File: src/rtl/lsu_pkg.sv
// Shared types and constants for the load/store stage: packet layouts,
// funct3 encodings, state encoding and the write-back packet builder.
package lsu_pkg;

  localparam int EXU_W = 109;
  localparam int WB_W  = 104;

  localparam logic [2:0] F3_LB  = 3'b000;
  localparam logic [2:0] F3_LH  = 3'b001;
  localparam logic [2:0] F3_LW  = 3'b010;
  localparam logic [2:0] F3_LBU = 3'b100;
  localparam logic [2:0] F3_LHU = 3'b101;
  localparam logic [2:0] F3_SB  = 3'b000;
  localparam logic [2:0] F3_SH  = 3'b001;
  localparam logic [2:0] F3_SW  = 3'b010;

  typedef enum logic [1:0] {
    S_IDLE = 2'd0,
    S_MEM  = 2'd1,
    S_SEND = 2'd2
  } lsu_state_e;

  typedef struct packed {
    logic [31:0] alu_result;
    logic [31:0] store_data;
    logic        mem_ren;
    logic        mem_wen;
    logic [2:0]  funct3;
    logic        rd_wen;
    logic [4:0]  rd_addr;
    logic [1:0]  rd_input_sel;
    logic [31:0] csr_data;
  } exu_pkt_t;

  typedef struct packed {
    logic [31:0] alu_result;
    logic [31:0] load_data;
    logic        rd_wen;
    logic [4:0]  rd_addr;
    logic [1:0]  rd_input_sel;
    logic [31:0] csr_data;
  } wb_pkt_t;

  function automatic wb_pkt_t make_wb(input exu_pkt_t p, input logic [31:0] ld);
    wb_pkt_t w;
    w.alu_result   = p.alu_result;
    w.load_data    = ld;
    w.rd_wen       = p.rd_wen;
    w.rd_addr      = p.rd_addr;
    w.rd_input_sel = p.rd_input_sel;
    w.csr_data     = p.csr_data;
    return w;
  endfunction

endpackage

File: src/rtl/lsu_align.sv
// Byte-lane alignment: store strobes/data placement and load extraction
// with sign or zero extension. Purely combinational.
module lsu_align
  import lsu_pkg::*;
(
  input  logic [1:0]  off,
  input  logic [2:0]  funct3,
  input  logic [31:0] store_data,
  input  logic [31:0] mem_rdata,
  output logic [3:0]  wmask,
  output logic [31:0] wdata,
  output logic [31:0] load_data
);

  logic [31:0] shifted;

  always_comb begin
    shifted   = mem_rdata >> {off, 3'b000};
    wdata     = store_data << {off, 3'b000};
    wmask     = 4'b0000;
    load_data = shifted;

    // Misaligned halfwords simply lose the strobes shifted past lane 3.
    case (funct3)
      F3_SB:   wmask = 4'b0001 << off;
      F3_SH:   wmask = 4'b0011 << off;
      F3_SW:   wmask = 4'b1111;
      default: wmask = 4'b0000;
    endcase

    case (funct3)
      F3_LB:   load_data = {{24{shifted[7]}}, shifted[7:0]};
      F3_LBU:  load_data = {24'h0, shifted[7:0]};
      F3_LH:   load_data = {{16{shifted[15]}}, shifted[15:0]};
      F3_LHU:  load_data = {16'h0, shifted[15:0]};
      default: load_data = shifted;
    endcase
  end

endmodule

File: src/rtl/lsu_stage.sv
// Load/store stage: accepts one execute packet, performs at most one memory
// access, and emits a single-cycle write-back pulse (no back-pressure downstream).
module lsu_stage
  import lsu_pkg::*;
#(
  parameter int WIDTH = 32
) (
  input  logic             clk,
  input  logic             rst,
  input  logic             exu_valid,
  output logic             exu_ready,
  input  logic [EXU_W-1:0] exu_data,
  output logic             mem_req,
  output logic             mem_we,
  output logic [WIDTH-1:0] mem_addr,
  output logic [WIDTH-1:0] mem_wdata,
  output logic [3:0]       mem_wmask,
  input  logic [WIDTH-1:0] mem_rdata,
  input  logic             mem_ack,
  output logic             lsu_valid,
  output logic [WB_W-1:0]  lsu_data,
  output logic [1:0]       dbg_state
);

  // Handshakes: exu side transfers when exu_valid && exu_ready; the memory
  // side holds mem_req and its qualifiers stable until the mem_ack cycle;
  // lsu_valid is a one-cycle pulse with no ready.

  lsu_state_e  state;
  exu_pkt_t    pkt_q;
  exu_pkt_t    in_pkt;
  logic [3:0]  al_wmask;
  logic [31:0] al_wdata;
  logic [31:0] al_load;
  logic [31:0] ld_sel;

  assign in_pkt    = exu_pkt_t'(exu_data);
  assign exu_ready = (state == S_IDLE);
  assign dbg_state = state;

  lsu_align u_align (
    .off        (pkt_q.alu_result[1:0]),
    .funct3     (pkt_q.funct3),
    .store_data (pkt_q.store_data),
    .mem_rdata  (mem_rdata),
    .wmask      (al_wmask),
    .wdata      (al_wdata),
    .load_data  (al_load)
  );

  // Store wins when both enables are set.
  assign ld_sel    = (pkt_q.mem_ren && !pkt_q.mem_wen) ? al_load : 32'h0;

  assign mem_we    = mem_req & pkt_q.mem_wen;
  assign mem_addr  = mem_req ? pkt_q.alu_result : 32'h0;
  assign mem_wdata = mem_we  ? al_wdata : 32'h0;
  assign mem_wmask = mem_we  ? al_wmask : 4'b0000;

  always_ff @(posedge clk or negedge rst) begin
    if (!rst) begin
      state     <= S_IDLE;
      pkt_q     <= '0;
      mem_req   <= 1'b0;
      lsu_valid <= 1'b0;
      lsu_data  <= '0;
    end else begin
      case (state)
        S_IDLE: begin
          lsu_valid <= 1'b0;
          if (exu_valid) begin
            pkt_q <= in_pkt;
            if (in_pkt.mem_ren || in_pkt.mem_wen) begin
              state   <= S_MEM;
              mem_req <= 1'b1;
            end else begin
              state     <= S_SEND;
              lsu_valid <= 1'b1;
              lsu_data  <= make_wb(in_pkt, 32'h0);
            end
          end
        end
        S_MEM: begin
          if (mem_ack) begin
            state     <= S_SEND;
            mem_req   <= 1'b0;
            lsu_valid <= 1'b1;
            lsu_data  <= make_wb(pkt_q, ld_sel);
          end
        end
        S_SEND: begin
          state     <= S_IDLE;
          lsu_valid <= 1'b0;
        end
        default: begin
          state     <= S_IDLE;
          mem_req   <= 1'b0;
          lsu_valid <= 1'b0;
        end
      endcase
    end
  end

endmodule

File: config.mk
export PLATFORM = sky130hd
export DESIGN_NAME = lsu_stage
export DESIGN_NICKNAME = d
export VERILOG_FILES = /design/src/rtl/lsu_pkg.sv /design/src/rtl/lsu_align.sv /design/src/rtl/lsu_stage.sv
export SDC_FILE = /design/constraint.sdc
export NUM_CORES = 1
export LEC_CHECK = 0
export BUFFER_PORTS_ARGS = -buffer_cell sky130_fd_sc_hd__buf_2
export CAP_MARGIN = 0
export CORE_ASPECT_RATIO = 1.25
export CORE_MARGIN = 2
export CORE_UTILIZATION = 42
export DETAILED_ROUTE_END_ITERATION = 12
export GPL_ROUTABILITY_DRIVEN = 0
export GPL_TIMING_DRIVEN = 0
export PLACE_DENSITY = 0.71
export SLEW_MARGIN = 20
export SYNTH_ARGS = -nofsm -noshare
export SYNTH_HDL_FRONTEND = slang
export SYNTH_SLANG_ARGS = --single-unit
File: constraint.sdc
create_clock -name clk -period 2.12 [get_ports clk]
set_input_delay 0.424 -clock clk [delete_from_list [all_inputs] [get_ports clk]]
set_output_delay 0.424 -clock clk [all_outputs]
set_load 0.005 [all_outputs]
==> qor.yml, run 1 <==
floorplanning:
  die_w_um: 143
  core_area_mm2: 0.0236
  die_height_um: 177
  start_util_pct: 42.6
  num_rows: 63
  ios: 323
  die_area_mm2: 0.0252
timing:
  worst-slew-pin-transition_ps: 763
  rsz0062_at_grt: "true"
  hold_viol: 0
  fmax_ghz: 0.429
  timing.final.crit_period_ps: 2330
  hold_slack_ps: 141
  max_slew_margin_pct: 49.1
  fin_worst_skew_ps: 12.9
  layout_setup_ws_ps: -211
  final-setup-viol-count: 44
  drv_slew: 0
  post-route-period-util_pct: 110
synthesis:
  synth_edf_count: 0
  synth_top_area_share_pct: 53.9
  yosysSeqAreaShare_pct: 53.9
  syn_area_per_cell_um2: 11.6
  yosys-top-cells-count: "dfrtp_1 (217), mux2_2 (116), mux2i_1 (104)"
  async_flop_share_pct: 100
  yosys.area.top_type: "dfrtp_1"
  netlist_area_mm2: 0.0101
  ys_ff_latch: 217
  syn_nets: 1014
  synth_area_leaders: "dfrtp_1 (54%), mux2_2 (13%), mux2i_1 (10%)"
  synth_top_flop_cell: "dfrtp_1"
  netlist_instances: 869
  yosysWarnings: 0
  yosysMostFrequentCell: "dfrtp_1"
  post_synth_num_cell_types: 36
worst_setup_path:
  critPathLaunchType: "register"
  rrSetupSlack_ps: -110
  crit_top_cell: "buf_12"
  path_max_fanout: 6
  critPathCaptureType: "output port"
  crit_chain: "buf_6, buf_12, buf_12, nand2_2, o21bai_1, mux2i_1, nor3_1, buf_2"
  critPathKind: "reg -> out"
  required_ps: 1700
  cp_data_arrival_time_ps: 1910
  reg2reg_depth: 6
  reg2reg_from: "dbg_state[1]"
  critPathSlowestCell: "dfrtp_1"
  cpPeakStageDelay_ps: 350
  r2r-end: "lsu_data[56]"
clock_network:
  cts_buffers: 24
  clock-root-buffer: "clkbuf_16"
  cts.path.max_buffers: 3
  insertion_delay_ps: 520
  clkTransAtPathRegs_ps: 60
  cts.sinks: 217
  cts_tree: "done"
  htreeDepth: 1
global_routing:
  grt_pass1_wl_um: 45600
  grt_pass1_vias: 8458
  grt_usage_pct: 23.0
  antenna_found_initial: 4
  grt_overflow: 0
  grt_max_degree: 97
min_path:
  hp-class: "in -> reg"
  min_from: "exu_data[73]"
  min_path_cells: 2
  hold_end: "pkt_q[73]"
final_layout:
  final_nets: 1381
  final_core_util_pct: 57.5
  drive_above_1_share_pct: 48.1
  area_delta_synth_final_pct: 34.9
  final_cells: 1548
  stdcell_area_mm2: 0.0136
power:
  power.density_mw_per_mm2: 1400
  leakage_nw: 6.91
  ir_worst_vdd_v: 0.000907
  design_power_total_mw: 19.0
placed_design:
  port_buffers: 322
  place_area_mm2: 0.0121
  dp_cells: 1485
  dp_hpwl_um: 21600
drt:
  firstDrtPassIters: 5
  route.detailed.drc: 0
  avgViaCountPerCell: 5.37
  route.vias.total: 8312
  wl_per_cell_um: 19.5
  antenna_left: 0
  drt-total-wl_um: 30100
  drtIter0Drc: 329
run_status:
  outcome: "finished with violations"
  violations: "setup timing"
flow_run:
  maxCapViolCount: 0
repair_timing:
item | in CTS | in global routing
cloned | 1 | 1
endpoints found under the setup margin | 270 | 118
buffers inserted | 11 | 6
pin swaps | 14 | 17
gates resized for setup | 75 | 51
hold buffers | 1 | 0
hold endpoints to repair | 27 | 0
registers in the layout, summed over array words and instances, names as in the netlist:
signal,count
lsu_data,104
dbg_state,2
pkt_q,109
mem_req,1
lsu_valid,1
cell usage in the layout, fill, tap and decap left out, types with 5 or more instances in the layout:
cell,netlist,layout
nor2b_1,10,6
clkbuf_16,0,27
clkbuf_8,0,7
a211oi_2,0,14
bufinv_16,0,6
nand2_1,94,92
buf_6,3,9
nand3b_1,7,7
inv_1,5,5
nor2_1,33,29
buf_2,24,338
mux2i_1,104,98
mux2_2,116,116
a22o_1,8,8
buf_4,1,20
mux2i_2,0,5
clkbuf_1,34,12
and2_1,40,38
a221o_1,16,16
dfrtp_1,217,213
clkbuf_2,0,11
o21ai_0,97,97
a21oi_1,17,15
logic make-up after synthesis:
family	count (synthesis)	share of synthesized area [%]
flops	217	53.9
mux	221	23.5
buf+inv	71	3.20
simple gates	198	9.55
compound gates	162	9.82
layer usage:
| layer | GRT usage (%) | vias up | routed length [um] |
|---|---|---|---|
| met5 | 0 | - | 24 |
| met4 | 8.54 | 4 | 1200 |
| met3 | 4.38 | 93 | 2010 |
| met2 | 41.2 | 318 | 15400 |
| met1 | 27.2 | 4087 | 11500 |
| li1 | - | 3810 | - |
where the power goes:
group	switching [mW]	internal, mW	total (mW)	leakage, nW
clock network	1.74	3.05	4.79	0.445
logic	3.68	3.73	7.41	3.81
registers	1.07	5.76	6.83	2.65
total	6.49	12.5	19.0	6.91
worst max-delay path: cells and delay by family, from the launching register on:
kind / cells / cell delay (ps)
compound gates: 1 / 140
buf+inv: 4 / 560
flops: 1 / 350
mux: 1 / 90
simple gates: 2 / 250
per-stage QoR:
stage | setup WS, ps | TNS [ps]
finish | -211 | -4700
global route | -298 | -8690
CTS | -180 | -5360
detailed placement | -489 | -51830
global placement | -3220 | -748350
floorplan | 212 | 0
worst max path at each step:
stage	startpoint	to	slack (ps)	cells past startpoint
floorplan	dbg_state[0]	lsu_data[65]	210	5
global placement	rst	pkt_q[8]	-3220	1
detailed placement	exu_valid	pkt_q[104]	-490	6
CTS	pkt_q[77]	mem_wmask[1]	-180	7
global route	pkt_q[77]	mem_wdata[23]	-300	8
finish	pkt_q[77]	mem_wmask[2]	-210	8
final cells by class:
type,instances,area (um2)
multi-input combinational,581,4510
fill,1998,10100
tap,292,365
timing repair buffer,344,1880
clock buffer,30,694
inverter,5,18.8
clock inverter,14,230
antenna,2,5.00
sequential,217,5440
buffer,63,447
(Power assumes the default switching activity.)
==> inputs of run 2 (changes only) <==
==> constraint.sdc (replaced) <==
create_clock -name clk -period 2.12 [get_ports clk]
set_input_delay 0.106 -clock clk [delete_from_list [all_inputs] [get_ports clk]]
set_output_delay 0.106 -clock clk [all_outputs]
set_load 0.005 [all_outputs]
==> run 2 against run 1 <==
Against the previous run:
- the run still ends with setup timing left
- count of clock-buffer cells in the layout unchanged
- highest routed layer is now met4
- register-to-register slack better by 170 ps
- first-iteration DRC count down 13%
- largest power group unchanged
- final cell count up 7.4%
- via count up 5.3%
- setup slack better by 150 ps
- sequential power down 1%
- core utilization up 4.1 points
==> qor.yml, run 2 (synthesized netlist as in run 1, its figures left out) <==
global_routing:
  grt_overflow: 0  # unchanged
  grt_pass1_vias: 9056  # +7.1%
  grt_max_degree: 97  # unchanged
  antenna_found_initial: 1  # -3
  grt_usage_pct: 23.8  # +0.84 points
  grt_pass1_wl_um: 47500  # +4.2%
final_layout:
  final_core_util_pct: 61.5  # +4.1 points
  mostFrequentLayoutCells: "buf_2 (336), dfrtp_1 (214), dlygate4sd3_1 (122), mux2_2 (116), mux2i_1 (101)"
  final_nets: 1496  # +8.3%
  largest_register_ffs: 109  # unchanged
  drive_above_1_share_pct: 41.0  # -7.1 points
  layout_commonest_cell: "buf_2"
  largest-register: "pkt_q"
  final_cells: 1662  # +7.4%
  area_delta_synth_final_pct: 44.4
clock_network:
  clkTransAtPathRegs_ps: 60  # about the same
  insertion_delay_ps: 510  # about the same
  clock-root-buffer: "clkbuf_16"
  cts.sinks: 217  # unchanged
  cts_buffers: 24  # unchanged
  htreeDepth: 1  # unchanged
  cts.path.max_buffers: 3  # unchanged
  cts_tree: "done"
floorplanning:
  die_area_mm2: 0.0252  # unchanged
  ios: 323  # unchanged
  num_rows: 63  # unchanged
  core_area_mm2: 0.0236  # unchanged
  die_height_um: 177  # unchanged
  start_util_pct: 42.6  # unchanged
  die_w_um: 143  # unchanged
drt:
  antenna_left: 0  # unchanged
  route.detailed.drc: 0  # unchanged
  wl_per_cell_um: 18.7  # -3.7%
  avgViaCountPerCell: 5.27  # -1.9%
  drtIter0Drc: 287  # -13%
  firstDrtPassIters: 4  # -1
  route.vias.total: 8752  # +5.3%
  drt-total-wl_um: 31200  # +3.4%
timing:
  fmax_ghz: 0.459  # +6.9%
  timing.final.crit_period_ps: 2180  # -150 ps
  layout_setup_ws_ps: -60.4  # +150 ps
  hold_viol: 0  # unchanged
  max_slew_margin_pct: 47.4  # -1.8 points
  post-route-period-util_pct: 103  # -7.1 points
  worst-slew-pin-transition_ps: 790  # +26.3 ps
  setup_tns_ps: -60.4  # +4640 ps
  drv_slew: 0  # unchanged
  final-setup-viol-count: 1  # -98%
  fin_worst_skew_ps: 13.2  # +0.344 ps
placed_design:
  dp_cells: 1485  # unchanged
  port_buffers: 322  # unchanged
  dp_hpwl_um: 21600  # unchanged
min_path:
  hp-class: "in -> reg"
worst_setup_path:
  path_max_fanout: 10  # +4
  critPathLaunchType: "register"
  critPathCaptureType: "output port"
  critPathKind: "reg -> out"
  required_ps: 2010  # +310 ps
  cp_data_arrival_time_ps: 2070  # +160 ps
power:
  ir_worst_vdd_v: 0.000935  # +3.1%
  leakage_nw: 7.34  # +6.2%
  power.density_mw_per_mm2: 1290  # -8.0%
  design_power_total_mw: 18.8  # -1.5%
run_status:
  outcome: "finished with violations"
  violations: "setup timing"
flow_run:
  maxCapViolCount: 0  # unchanged
run 2: cell count changes in the layout (fill, tap and decap cells not counted), sizes merged:
cell	change
dlygate4sd3	+121
buf	-11
clkbuf	+5
diode	-1
run 2: final timing paths:
check                      cells past startpoint          start  slack [ps]           end
setup / recovery                               6      pkt_q[78]         -60  mem_wmask[1]
hold / removal                                 3  mem_rdata[20]          30  lsu_data[60]
setup reg to reg                               6      pkt_q[78]          60  lsu_data[70]
hold reg to reg                                2   lsu_data[91]         470  lsu_data[91]
max in group asynchronous                      3            rst        1270   lsu_data[4]
min in group asynchronous                      2            rst          60     pkt_q[46]
run 2: report_power, final:
group / total, mW / switching, mW / internal (mW)
Sequential: 6.76 / 1.00 / 5.76
Combinational: 7.21 / 3.61 / 3.60
Clock: 4.79 / 1.74 / 3.05
run 2: timing repair:
action	CTS	global route
resized for setup	46	29
setup buffers	3	8
hold endpoints to repair	412	0
setup endpoints to repair	239	82
pin swaps	4	4
hold buffers	122	0
gates cloned	0	1
run 2: critical path: stages, from the launching register on:
cell,delay [ps]
dfrtp_1,400
buf_6,150
clkbuf_4,200
nor2_1,140
nor2_1,60
a2111oi_1,410
buf_2,210
run 2: layer usage:
layer,track usage [%],routed length (um),up-vias
met5,0,0,-
met4,11.8,1460,0
met3,4.14,1860,98
met2,41.8,15800,337
met1,28.0,12100,4286
li1,-,-,4031
run 2: through the flow:
stage                     instance area [um2]  setup slack (ps)  hold slack (ps)
final                                   14600             -60.4             27.5
after CTS                               14400             -18.3             2.58
after global placement                  12100             -2910              335
after global routing                    14600             -76.6             23.5
after detailed placement                12100              -454            -17.4
after floorplan                         10100               212             -190
run 2: cell type report:
cell class	count	area, um2
buffer	64	408
timing repair buffer	458	3020
tap	292	365
fill	1882	9090
inverter	5	18.8
multi-input combinational	581	4380
antenna	1	2.50
clock buffer	30	694
clock inverter	14	230
sequential	217	5430
